===== src/rtl/div_pkg.sv =====
// Shared types and widths for the sequential 16/8 unsigned divider.
// Latency: n/a (package only).
// Backpressure: n/a (package only).
package div_pkg;

  localparam int DIVIDEND_W = 16;
  localparam int DIVISOR_W  = 8;
  // One bit wider than the divisor so a shifted partial remainder never overflows.
  localparam int REM_W      = 9;
  localparam int CNT_W      = 4;

  typedef enum logic [1:0] {
    IDLE = 2'd0,
    BUSY = 2'd1,
    DONE = 2'd2
  } div_state_e;

  typedef struct packed {
    logic [DIVIDEND_W-1:0] quotient;
    logic [DIVISOR_W-1:0]  remainder;
    logic                  div_by_zero;
  } div_res_t;

endpackage


===== src/rtl/div_step.sv =====
// One restoring-division step: shift in a dividend bit, trial-subtract, restore on borrow.
// Latency: purely combinational.
// Backpressure: none (no handshake).
module div_step
  import div_pkg::*;
(
  input  logic [REM_W-1:0]     rem_in,
  input  logic                 dvd_bit,
  input  logic [DIVISOR_W-1:0] divisor,
  output logic [REM_W-1:0]     rem_out,
  output logic                 q_bit
);

  logic [REM_W-1:0] shifted;
  logic [REM_W-1:0] dvs_ext;

  // Shift the next dividend bit in; a set top bit of rem_in means the shifted
  // value is at least 512 and therefore always exceeds any 8-bit divisor.
  always_comb begin
    shifted = {rem_in[REM_W-2:0], dvd_bit};
    dvs_ext = {1'b0, divisor};
    q_bit   = rem_in[REM_W-1] | (shifted >= dvs_ext);
    rem_out = q_bit ? (shifted - dvs_ext) : shifted;
  end

endmodule


===== src/rtl/div16_by8_seq.sv =====
// Sequential unsigned 16/8 restoring divider, BITS_PER_CYCLE (1 or 2) quotient bits per clock.
// Latency: out_valid 16/BITS_PER_CYCLE cycles after acceptance, 1 cycle for a zero divisor.
// Backpressure: result held in DONE until out_ready; in_ready only while IDLE.
module div16_by8_seq
  import div_pkg::*;
#(
  parameter int BITS_PER_CYCLE = 1
)
(
  input  logic                  clk,
  input  logic                  rst,
  input  logic                  in_valid,
  output logic                  in_ready,
  input  logic [DIVIDEND_W-1:0] dividend,
  input  logic [DIVISOR_W-1:0]  divisor,
  output logic                  out_valid,
  input  logic                  out_ready,
  output logic [DIVIDEND_W-1:0] quotient,
  output logic [DIVISOR_W-1:0]  remainder,
  output logic                  div_by_zero
);

  localparam int              STEPS    = DIVIDEND_W / BITS_PER_CYCLE;
  localparam logic [CNT_W-1:0] LAST_CNT = CNT_W'(STEPS - 1);

  div_state_e            state;
  div_state_e            nxt_state;
  logic [DIVIDEND_W-1:0] dvd_sr;
  logic [DIVIDEND_W-1:0] src_dvd;
  logic [DIVIDEND_W-1:0] nxt_sr;
  logic [DIVISOR_W-1:0]  dvs_r;
  logic [DIVISOR_W-1:0]  src_dvs;
  logic [REM_W-1:0]      rem_r;
  logic [REM_W-1:0]      src_rem;
  logic [REM_W-1:0]      rem_chain [BITS_PER_CYCLE+1];
  logic [BITS_PER_CYCLE-1:0] q_bits;
  logic [CNT_W-1:0]      cnt;
  logic                  accept;
  logic                  last_step;
  div_res_t              res;

  assign accept    = (state == IDLE) && in_valid;
  assign last_step = (state == BUSY) && (cnt == LAST_CNT);

  // The first step runs on the accept edge straight from the ports, so the
  // remaining steps need one edge fewer than the quotient width.
  always_comb begin
    if (state == IDLE) begin
      src_dvd = dividend;
      src_dvs = divisor;
      src_rem = '0;
    end else begin
      src_dvd = dvd_sr;
      src_dvs = dvs_r;
      src_rem = rem_r;
    end
  end

  assign rem_chain[0] = src_rem;

  // Chain of restoring steps; the first step in the chain yields the more significant bit.
  for (genvar g = 0; g < BITS_PER_CYCLE; g++) begin : g_step
    div_step u_step (
      .rem_in  (rem_chain[g]),
      .dvd_bit (src_dvd[DIVIDEND_W-1-g]),
      .divisor (src_dvs),
      .rem_out (rem_chain[g+1]),
      .q_bit   (q_bits[BITS_PER_CYCLE-1-g])
    );
  end

  // Dividend bits leave at the top while quotient bits enter at the bottom.
  assign nxt_sr = {src_dvd[DIVIDEND_W-BITS_PER_CYCLE-1:0], q_bits};

  // State register.
  always_ff @(posedge clk) begin
    if (rst) begin
      state <= IDLE;
    end else begin
      state <= nxt_state;
    end
  end

  // Next-state logic: zero divisor skips BUSY, DONE waits for the consumer.
  always_comb begin
    nxt_state = state;
    case (state)
      IDLE: begin
        if (in_valid) begin
          nxt_state = (divisor == '0) ? DONE : BUSY;
        end
      end
      BUSY: begin
        if (last_step) begin
          nxt_state = DONE;
        end
      end
      DONE: begin
        if (out_ready) begin
          nxt_state = IDLE;
        end
      end
      default: nxt_state = IDLE;
    endcase
  end

  // Operand/remainder shift registers, step counter and the held result.
  always_ff @(posedge clk) begin
    if (rst) begin
      dvd_sr <= '0;
      dvs_r  <= '0;
      rem_r  <= '0;
      cnt    <= '0;
      res    <= '0;
    end else begin
      case (state)
        IDLE: begin
          if (accept) begin
            if (divisor == '0) begin
              res.quotient    <= '1;
              res.remainder   <= dividend[DIVISOR_W-1:0];
              res.div_by_zero <= 1'b1;
            end else begin
              dvs_r  <= divisor;
              dvd_sr <= nxt_sr;
              rem_r  <= rem_chain[BITS_PER_CYCLE];
              cnt    <= CNT_W'(1);
            end
          end
        end
        BUSY: begin
          dvd_sr <= nxt_sr;
          rem_r  <= rem_chain[BITS_PER_CYCLE];
          cnt    <= cnt + 1'b1;
          if (last_step) begin
            res.quotient    <= nxt_sr;
            res.remainder   <= rem_chain[BITS_PER_CYCLE][DIVISOR_W-1:0];
            res.div_by_zero <= 1'b0;
          end
        end
        default: ;
      endcase
    end
  end

  assign in_ready    = (state == IDLE);
  assign out_valid   = (state == DONE);
  assign quotient    = res.quotient;
  assign remainder   = res.remainder;
  assign div_by_zero = res.div_by_zero;

endmodule


===== config.mk =====
export PLATFORM = sky130hd
export DESIGN_NAME = div16_by8_seq
export DESIGN_NICKNAME = d
export VERILOG_FILES = /design/src/rtl/div_pkg.sv /design/src/rtl/div_step.sv /design/src/rtl/div16_by8_seq.sv
export SDC_FILE = /design/constraint.sdc
export NUM_CORES = 1
export LEC_CHECK = 0
export ABC_AREA = 1
export CORE_ASPECT_RATIO = 0.6
export CORE_MARGIN = 5
export CORE_UTILIZATION = 55
export DETAILED_ROUTE_END_ITERATION = 8
export PLACE_DENSITY_LB_ADDON = 0.12
export SLEW_MARGIN = 20
export SYNTH_ARGS = -nofsm -noshare
export SYNTH_HDL_FRONTEND = slang
export SYNTH_HIERARCHICAL = 1
export SYNTH_SLANG_ARGS = --single-unit

===== constraint.sdc =====
create_clock -name clk -period 3.6 [get_ports clk]
set_clock_uncertainty 0.2 [all_clocks]
set_input_delay 0.72 -clock clk [delete_from_list [all_inputs] [get_ports clk]]
set_output_delay 0.72 -clock clk [all_outputs]
set_load 0.03 [all_outputs]

== Yosys cells after proc, flatten, opt, wreduce, memory -nomap -nowiden ==
Cells that the tools add are included.

* Bitwise logic cells: 2
* Equal/unequal tests: 9
* $add $sub $neg: 2
* Reduce and logical (&&, ||, !) cells: 9
* Muxes and demuxes: 22
* $lt $le $gt $ge: 1

{| class="wikitable"
|+ Operators with widths
! cell !! count
|-
| 25-bit 2-to-1 mux || 3
|-
| 25-bit case mux with 2 select lines || 1
|-
| 16-bit 2-to-1 mux || 3
|-
| 9-bit 2-to-1 mux || 4
|-
| 16-bit case mux with 2 select lines || 1
|-
| 9-bit case mux with 2 select lines || 1
|-
| 9-bit by 8-bit greater-or-equal comparator with 1-bit output || 1
|-
| 3-bit AND reduction || 3
|-
| 9-bit by 8-bit subtractor with 9-bit output || 1
|-
| 8-bit zero test || 1
|-
| 2-bit 2-to-1 mux || 4
|-
| 4-bit 2-to-1 mux || 2
|-
| 8-bit 2-to-1 mux || 1
|-
| 4-bit case mux with 2 select lines || 1
|-
| 2-bit by 1-bit inequality test with 1-bit output (second input constant) || 3
|-
| 2-bit inequality test (second input constant) || 3
|-
| 2-bit case mux with 3 select lines || 1
|-
| 4-bit by 1-bit adder with 4-bit output (second input constant) || 1
|-
| 4-bit == test (second input constant) || 1
|-
| 4-bit AND reduction || 1
|-
| 2-bit by 1-bit == test with 1-bit output (second input constant) || 1
|-
| 2-bit == test (second input constant) || 1
|-
| 1-bit logical AND || 2
|-
| 2-bit zero test || 1
|-
| 3 further kinds || 3
|}

* Register bits after elaboration: 64
* Logic and storage cells: 53
* Output and inout bits: 27
* Bits of input ports: 28

== Longest topological paths before layout ==
Gate-level depths: netlist (run 1).

* Depth after elaboration: 8
* Gate-level depth with buffers: 22
* Gate-level depth less buffers: 21

== Hierarchy ==
The synthesis (run 1) kept the hierarchy.

{| class="wikitable"
|+ Modules (own cells, without submodules)
! module !! cells each !! sequential area each (um^2) !! instances !! area an instance (um^2)
|-
| div16_by8_seq || 476 || 1,281.2 || 1 || 3,211.8
|-
| div_step || 122 || 0.0 || 1 || 620.6
|}

== Least setup slack after synthesis (run 1) ==
OpenSTA, ideal clock, no wires.

* Kind: register to register
* From: reg state[0]
* To: reg remainder[2] (netlist name)
* Period minus slack after synthesis: 2.801 ns
* Arrival time: 2.486 ns
* Library setup time: 0.115 ns
* Setup slack: 0.799 ns
* Buffers on the path: 2
* Required time: 3.285 ns
* Stages on the path, launching flop included: 20
* Cells stage by stage: dfxtp_1 nor2_4 clkbuf_1 buf_2 nor2_1 ha_1 nand2_1 inv_1 a21oi_1 nand2_2 nand2_4 nand2_8 nand2_1 nand2_1 nand2_1 nand2_1 inv_1 nand3_1 nand2_1 nor2_1

{| class="wikitable"
|+ RTL lines
! element !! RTL line !! text
|-
| start: declaration || div16_by8_seq.sv:26 || <nowiki>div_state_e state;</nowiki>
|-
| start signal: assignment || div16_by8_seq.sv:80 || <nowiki>state <= nxt_state;</nowiki>
|}

==> flow_metrics.tcl, run 1 <==
set metrics [dict create \
    track_usage 0.241 \
    core_sq_mm 0.00673 \
    overflow 0 \
    synth_top_area_share 0.334 \
    async_flop_share 0 \
    yosys_most_used_dff "dfxtp_1" \
    synth-seq-cells 64 \
    die_area_sq_mm 0.00879 \
    synth_top_family_by_area "simple AND/OR/NAND/NOR gates" \
    synthXorXnorAreaFrac 0.00686 \
    yosysTopAreaCell "dfxtp_1" \
    cp_slowest_cell "clkdlybuf4s50_1" \
    ant_nets 0 \
    irDropWorstVdd_mv 0.453 \
    clk_latency_ns 0.34 \
    hold_buffers 0 \
    layout-drive-gt1-share 0.0927 \
    clk_pin_slew_ns 0.06 \
    maxSlewHeadroom 0.546 \
    synthSimpleGateAreaFrac 0.325 \
    rsz0062_at_grt "false" \
    crit_chain "clkdlybuf4s50_1 > nand2_1 > o21ai_0 > inv_1 > ha_1 > nand2_1 > nand2_1 > a21oi_1 > nand2_2 > nand2_4 > nand2_8 > nand2_1 > nand2_1 > nand2_1 > nand2_1 > inv_1 > nand3_1 > nand2_1 > nor2_1" \
    route.detailed.drc 0 \
    first_iter_violations 300 \
    drv_slew 0 \
    wl_um 10300 \
    post-route-period-util 0.833 \
    cp.arrival_ns 3.03 \
    max_freq_mhz 333 \
    post-route-min-period_ns 3.00 \
    hold_viol 0 \
    reg2reg_from "state[0]" \
    io_buffers 54 \
    dr_total_vias 3824 \
    grt_first_pass_wirelength_um 16900 \
    fill_cells 576 \
    die_y_um 74.7 \
    cts_tree "done" \
    design_area_sq_mm 0.00475 \
    stdcell_count 734 \
    cts_resized 0 \
    synth_edf_count 0 \
    crit_family "simple AND/OR/NAND/NOR gates" \
    ff2ff_setup_slack_ns 0.61 \
    root_buffer "clkbuf_16" \
    place_inst 718 \
    crit_buf_inv 3 \
    cp-endpoint "remainder[5]" \
    p_per_area_mw_per_mm2 539 \
    initial_core_util 0.569 \
    placed_cell_area_sq_mm 0.00442 \
    synthAdderAreaFrac 0.0346 \
    gp_congestion 0.934 \
    rows 23 \
    path_max_fanout 10 \
    setup_tns_ns 0 \
    r2r_cells 19 \
    synthTopCellsByArea "dfxtp_1, nand2_1, inv_1" \
    setup_viol 0 \
    maxCapViolCount 0 \
    synth-seq-area-share 0.334 \
    grt_pass1_vias 3386 \
    synth_compound_area_frac 0.162 \
    hpwl_um 7430 \
    antenna_cells 0 \
    syn_area_sq_mm 0.00383 \
    worstSetupPathDepth 19 \
    synth_nets 636 \
    synth_cell_type_count 34 \
    startpoint "divisor[4]" \
    holdCritPathClass "reg2reg" \
    clockBufferDepth 2 \
    die_x_um 118 \
    htreeDepth 3 \
    ys_warn_count 6 \
    netlist_instances 598 \
    grt_max_degree 50 \
    synthMuxAreaShare 0 \
    wl_per_cell_um 14.0 \
    status "completed" \
    required_ns 3.63 \
    io_pins 55 \
    avgViaCountPerCell 5.21 \
    area.growth.synth_to_final_pct 24.0 \
    cpPeakStageDelay_ns 0.50 \
    rr_endpoint "remainder[5]" \
    fin_nets 680 \
    path_class "in2reg" \
    synth.most_common_cell "nand2_1" \
    synth_common_cells "nand2_1, inv_1, dfxtp_1" \
    leakage_nw 2.18 \
    cp-end-kind "flip-flop" \
    tightest_slew_ns 0.678 \
    antenna_found_initial 0 \
    cts_buffers 9 \
    hold_path_depth 2 \
    clkSinkCount 64 \
    worstSetupStartpointType "primary input" \
    drt_pass1_iterations 5 \
    post_cts_buffers 0 \
    synth.avg_cell_area_sq_um 6.41 \
    crit_top_cell "nand2_1" \
]
-- flip-flops by register name (all words and copies together), names as in the netlist --
| register | count |
|---|---|
| div_by_zero | 1 |
| quotient | 16 |
| dvd_sr | 16 |
| dvs_r | 8 |
| remainder | 8 |
| state | 2 |
| cnt | 4 |
| rem_r | 9 |
-- logic make-up (layout without fill, tap and decap cells) --
group	after synthesis	in the layout
AO/OA/AOI/OAI	104	104
XOR/XNOR	3	3
adder cells (fa/ha/maj)	10	10
buffers and inverters	133	182
flip-flops	64	64
AND/OR/NAND/NOR	284	284
-- worst register-to-register path: stages, from the launching register on --
cell and delay, ns:
dfxtp_1 0.37, nor2_4 0.47, nand2_1 0.10, o21ai_0 0.10, inv_1 0.10, ha_1 0.37
nand2_1 0.11, inv_1 0.04, a21oi_1 0.16, nand2_2 0.10, nand2_4 0.14, nand2_8 0.09
nand2_1 0.07, nand2_1 0.08, nand2_1 0.08, nand2_1 0.05, inv_1 0.04, nand3_1 0.08
nand2_1 0.10, nor2_1 0.04
-- per-layer routing --
metal  wire length (um)  GRT usage  vias to the layer above  share of wire
met2               4180      0.343                      130           0.41
li1                   -          -                     1963              -
met5                  0          0                        -              0
met3                713     0.0571                       11          0.069
met1               5260      0.362                     1720           0.51
met4                 99     0.0700                        0         0.0097
-- area by class of cell --
type	count	area [sq um]	share of cell area
Tap cell	87	109	0.0229
Inverter	104	390	0.0822
Sequential cell	64	1280	0.270
Timing Repair Buffer	62	613	0.129
Clock inverter	6	92.6	0.0195
Multi-Input combinational cell	401	2030	0.426
Clock buffer	10	239	0.0503
-- worst min-delay path by stage --
stage	endpoint	startpoint	slack, ns
floorplan	rem_r[0]	rem_r[0]	0.24
CTS	quotient[10]	quotient[10]	0.25
global route	quotient[11]	quotient[11]	0.26
detailed placement	quotient[10]	quotient[10]	0.24
finish	quotient[11]	quotient[11]	0.25
global placement	quotient[12]	quotient[12]	0.24
-- per-stage QoR --
step	hold WS, ns	total power [mW]	setup WS, ns	util
2_1_floorplan	0.239	1.38	0.799	-
3_3_place_gp	0.235	1.59	0.297	0.656
3_5_place_dp	0.237	1.61	0.269	0.656
4_1_cts	0.246	2.56	0.607	0.706
5_1_grt	0.255	2.70	0.321	0.706
6_report	0.247	2.56	0.600	0.706
-- power by group --
| part | internal, mW | switching [mW] | total (mW) |
|---|---|---|---|
| logic | 0.278 | 0.477 | 0.755 |
| clock network | 0.626 | 0.330 | 0.956 |
| registers | 0.793 | 0.0540 | 0.847 |
-- placed cells by master, fill, tap and decap left out, drive strengths merged --
cell type / count
a21oi: 67
a31o: 1
buf: 8
bufinv: 2
clkbuf: 10
clkdlybuf4s50: 54
clkinv: 2
clkinvlp: 2
dfxtp: 64
fa: 1
ha: 9
inv: 104
nand2: 152
nand3: 56
nand4: 3
nor2: 63
nor3: 1
o21ai: 20
o31ai: 16
or2: 9
xnor2: 1
xor2: 2
Power figures use the tool's default switching activity.
==> run 2, diff against run 1 <==
Settings changed: CORE_UTILIZATION 55 to 50.
Clock period 3.6 ns to 2.4 ns, I/O delays scaled along.
==> run 2 against run 1 <==
The run now ends with setup timing left. Die area grew 8.9%. Power rose by 52%. Utilization up 1.8 points. Critical path type is now reg2reg. Critical endpoint is now remainder[4]. Combinational power rose by 84%. Register-to-register slack worse by 0.88 ns. Sequential cell count did not move. Clock power grew 30%.
==> flow_metrics.tcl, run 2 (same netlist as run 1, synthesis figures left out) <==
set metrics [dict create \
    status "finished with violations" \
    failed_checks "setup timing" \
    grt_pass1_vias 3760 \
    track_usage 0.233 \
    most-common-layout-cells "nand2_1, inv_1, dfxtp_1, nor2_1, nand3_1" \
    wl_per_cell_um 13.7 \
    hold_viol 0 \
    cts_buffers 9 \
    post-route-min-period_ns 2.67 \
    io_pins 55 \
    setup_ws_ns -0.266 \
    crit_buf_inv 4 \
    drt_pass1_iterations 5 \
    clockBufferDepth 2 \
    final_common_cell "nand2_1" \
    area.growth.synth_to_final_pct 38.9 \
    crit_family "simple AND/OR/NAND/NOR gates" \
    power_mw 3.90 \
    cp-end-kind "flip-flop" \
    antenna_found_initial 0 \
    worstSetupPathDepth 17 \
    route.detailed.drc 0 \
    cpPeakStageDelay_ns 0.41 \
    die_x_um 123 \
    die_area_sq_mm 0.00957 \
    path_class "reg2reg" \
    startpoint "state[0]" \
    hpwl_um 7570 \
    overflow 0 \
    rows 24 \
    die_y_um 77.8 \
    layout-drive-gt1-share 0.212 \
    cp-endpoint "remainder[4]" \
    setup_viol 18 \
    maxSlewHeadroom 0.754 \
    finish.utilization 0.723 \
    io_buffers 54 \
    dr_total_vias 4108 \
    initial_core_util 0.521 \
    ant_nets 0 \
    first_iter_violations 357 \
    cp_slowest_cell "fa_2" \
    fin_nets 730 \
    path_max_fanout 24 \
    htreeDepth 3 \
    max_freq_mhz 375 \
    reg2reg_from "state[0]" \
    reg_top3 "dvd_sr (16), quotient (16), rem_r (9)" \
    clk_pin_slew_ns 0.06 \
    holdCritPathClass "reg2reg" \
    gp_congestion 0.884 \
    crit_chain "nor2_4 > buf_6 > nor2_1 > inv_1 > fa_2 > inv_2 > nand2_2 > nand2_2 > xor2_1 > nand2_1 > nand2_2 > nand2_1 > nand2_1 > inv_1 > nand3_1 > nand2_1 > nor2_2" \
    maxCapViolCount 0 \
    post-route-period-util 1.11 \
    antenna_cells 0 \
    core_sq_mm 0.00736 \
    wl_um 11000 \
    place_ws_ns -0.631 \
    cts_tree "done" \
    irDropWorstVdd_mv 0.412 \
    leakage_nw 2.45 \
    drv_slew 0 \
    clk_latency_ns 0.34 \
    crit_top_cell "nand2_1" \
    required_ns 2.47 \
    avgViaCountPerCell 5.13 \
    worstSetupStartpointType "flip-flop" \
    grt_max_degree 50 \
    rr_endpoint "remainder[4]" \
    root_buffer "clkbuf_16" \
    r2r_cells 17 \
    ff2ff_setup_slack_ns -0.27 \
    tightest_slew_ns 0.368 \
    p_per_area_mw_per_mm2 733 \
    grt_first_pass_wirelength_um 18000 \
    rsz0062_at_grt "true" \
    clkSinkCount 64 \
    cp.arrival_ns 2.74 \
]
==> run 2: changes by cell type in the layout (fill, tap and decap cells not counted), moves of 4 or more <==
cell     change
ha_4         +6
buf_4       +45
ha_1         -7
buf_12       +4
a21oi_2      +4
inv_1        -6
o21ai_2      +4
inv_2        +5
nand2_2      +9
nand2_1      -9
o21ai_0      -8
a21oi_1      -4
==> run 2: how the worst min path moves through the flow <==
stage	startpoint	endpoint	slack, ns	cells past startpoint
6_report	div_by_zero	div_by_zero	0.24	2
3_3_place_gp	quotient[10]	quotient[10]	0.23	2
5_1_grt	div_by_zero	div_by_zero	0.27	2
4_1_cts	div_by_zero	div_by_zero	0.25	2
3_5_place_dp	quotient[10]	quotient[10]	0.24	2
2_1_floorplan	rem_r[0]	rem_r[0]	0.24	2
==> run 2: worst min-delay path: stages, from the launching register on <==
cell and delay [ns]:
dfxtp_1 0.30, inv_1 0.04, a21oi_1 0.05
==> run 2: area by class of cell <==
cell class / instances / area (sq um)
inverter: 104 / 393
clock inverter: 6 / 43.8
multi-input combinational: 401 / 2190
tap: 104 / 130
sequential: 64 / 1280
fill: 584 / 2040
timing repair buffer: 112 / 1050
clock buffer: 10 / 239
==> run 2: what timing repair did <==
| action | 4_1_cts | 5_1_grt |
|---|---|---|
| buffers inserted | 5 | 2 |
| hold buffers | 0 | 0 |
| resized for setup | 28 | 17 |
| pin swaps | 9 | 6 |
| endpoints found under the setup margin | 20 | 20 |
| gates cloned | 1 | 0 |
==> run 2: power breakdown <==
part           switching, mW  leakage [nW]  internal, mW
combinational          0.811          1.79         0.582
sequential            0.0742         0.527          1.19
clock                  0.512         0.139         0.730
==> run 2: layer usage <==
layer / vias to the layer above / wire, um / global-route usage
li1: 2059 / - / -
met5: - / 0 / 0
met4: 0 / 102 / 0.0530
met2: 159 / 4760 / 0.353
met1: 1879 / 5390 / 0.337
met3: 11 / 756 / 0.0552
==> run 2: stage by stage <==
step | hold WS [ns] | instances | cell area [sq um] | TNS, ns
floorplan | 0.239 | 598 | 3900 | -0.952
global placement | 0.234 | 778 | 4840 | -9.18
detailed placement | 0.239 | 778 | 4840 | -10.09
CTS | 0.248 | 800 | 5270 | -2.21
global route | 0.272 | 801 | 5320 | -4.95
finish | 0.244 | 801 | 5320 | -2.49
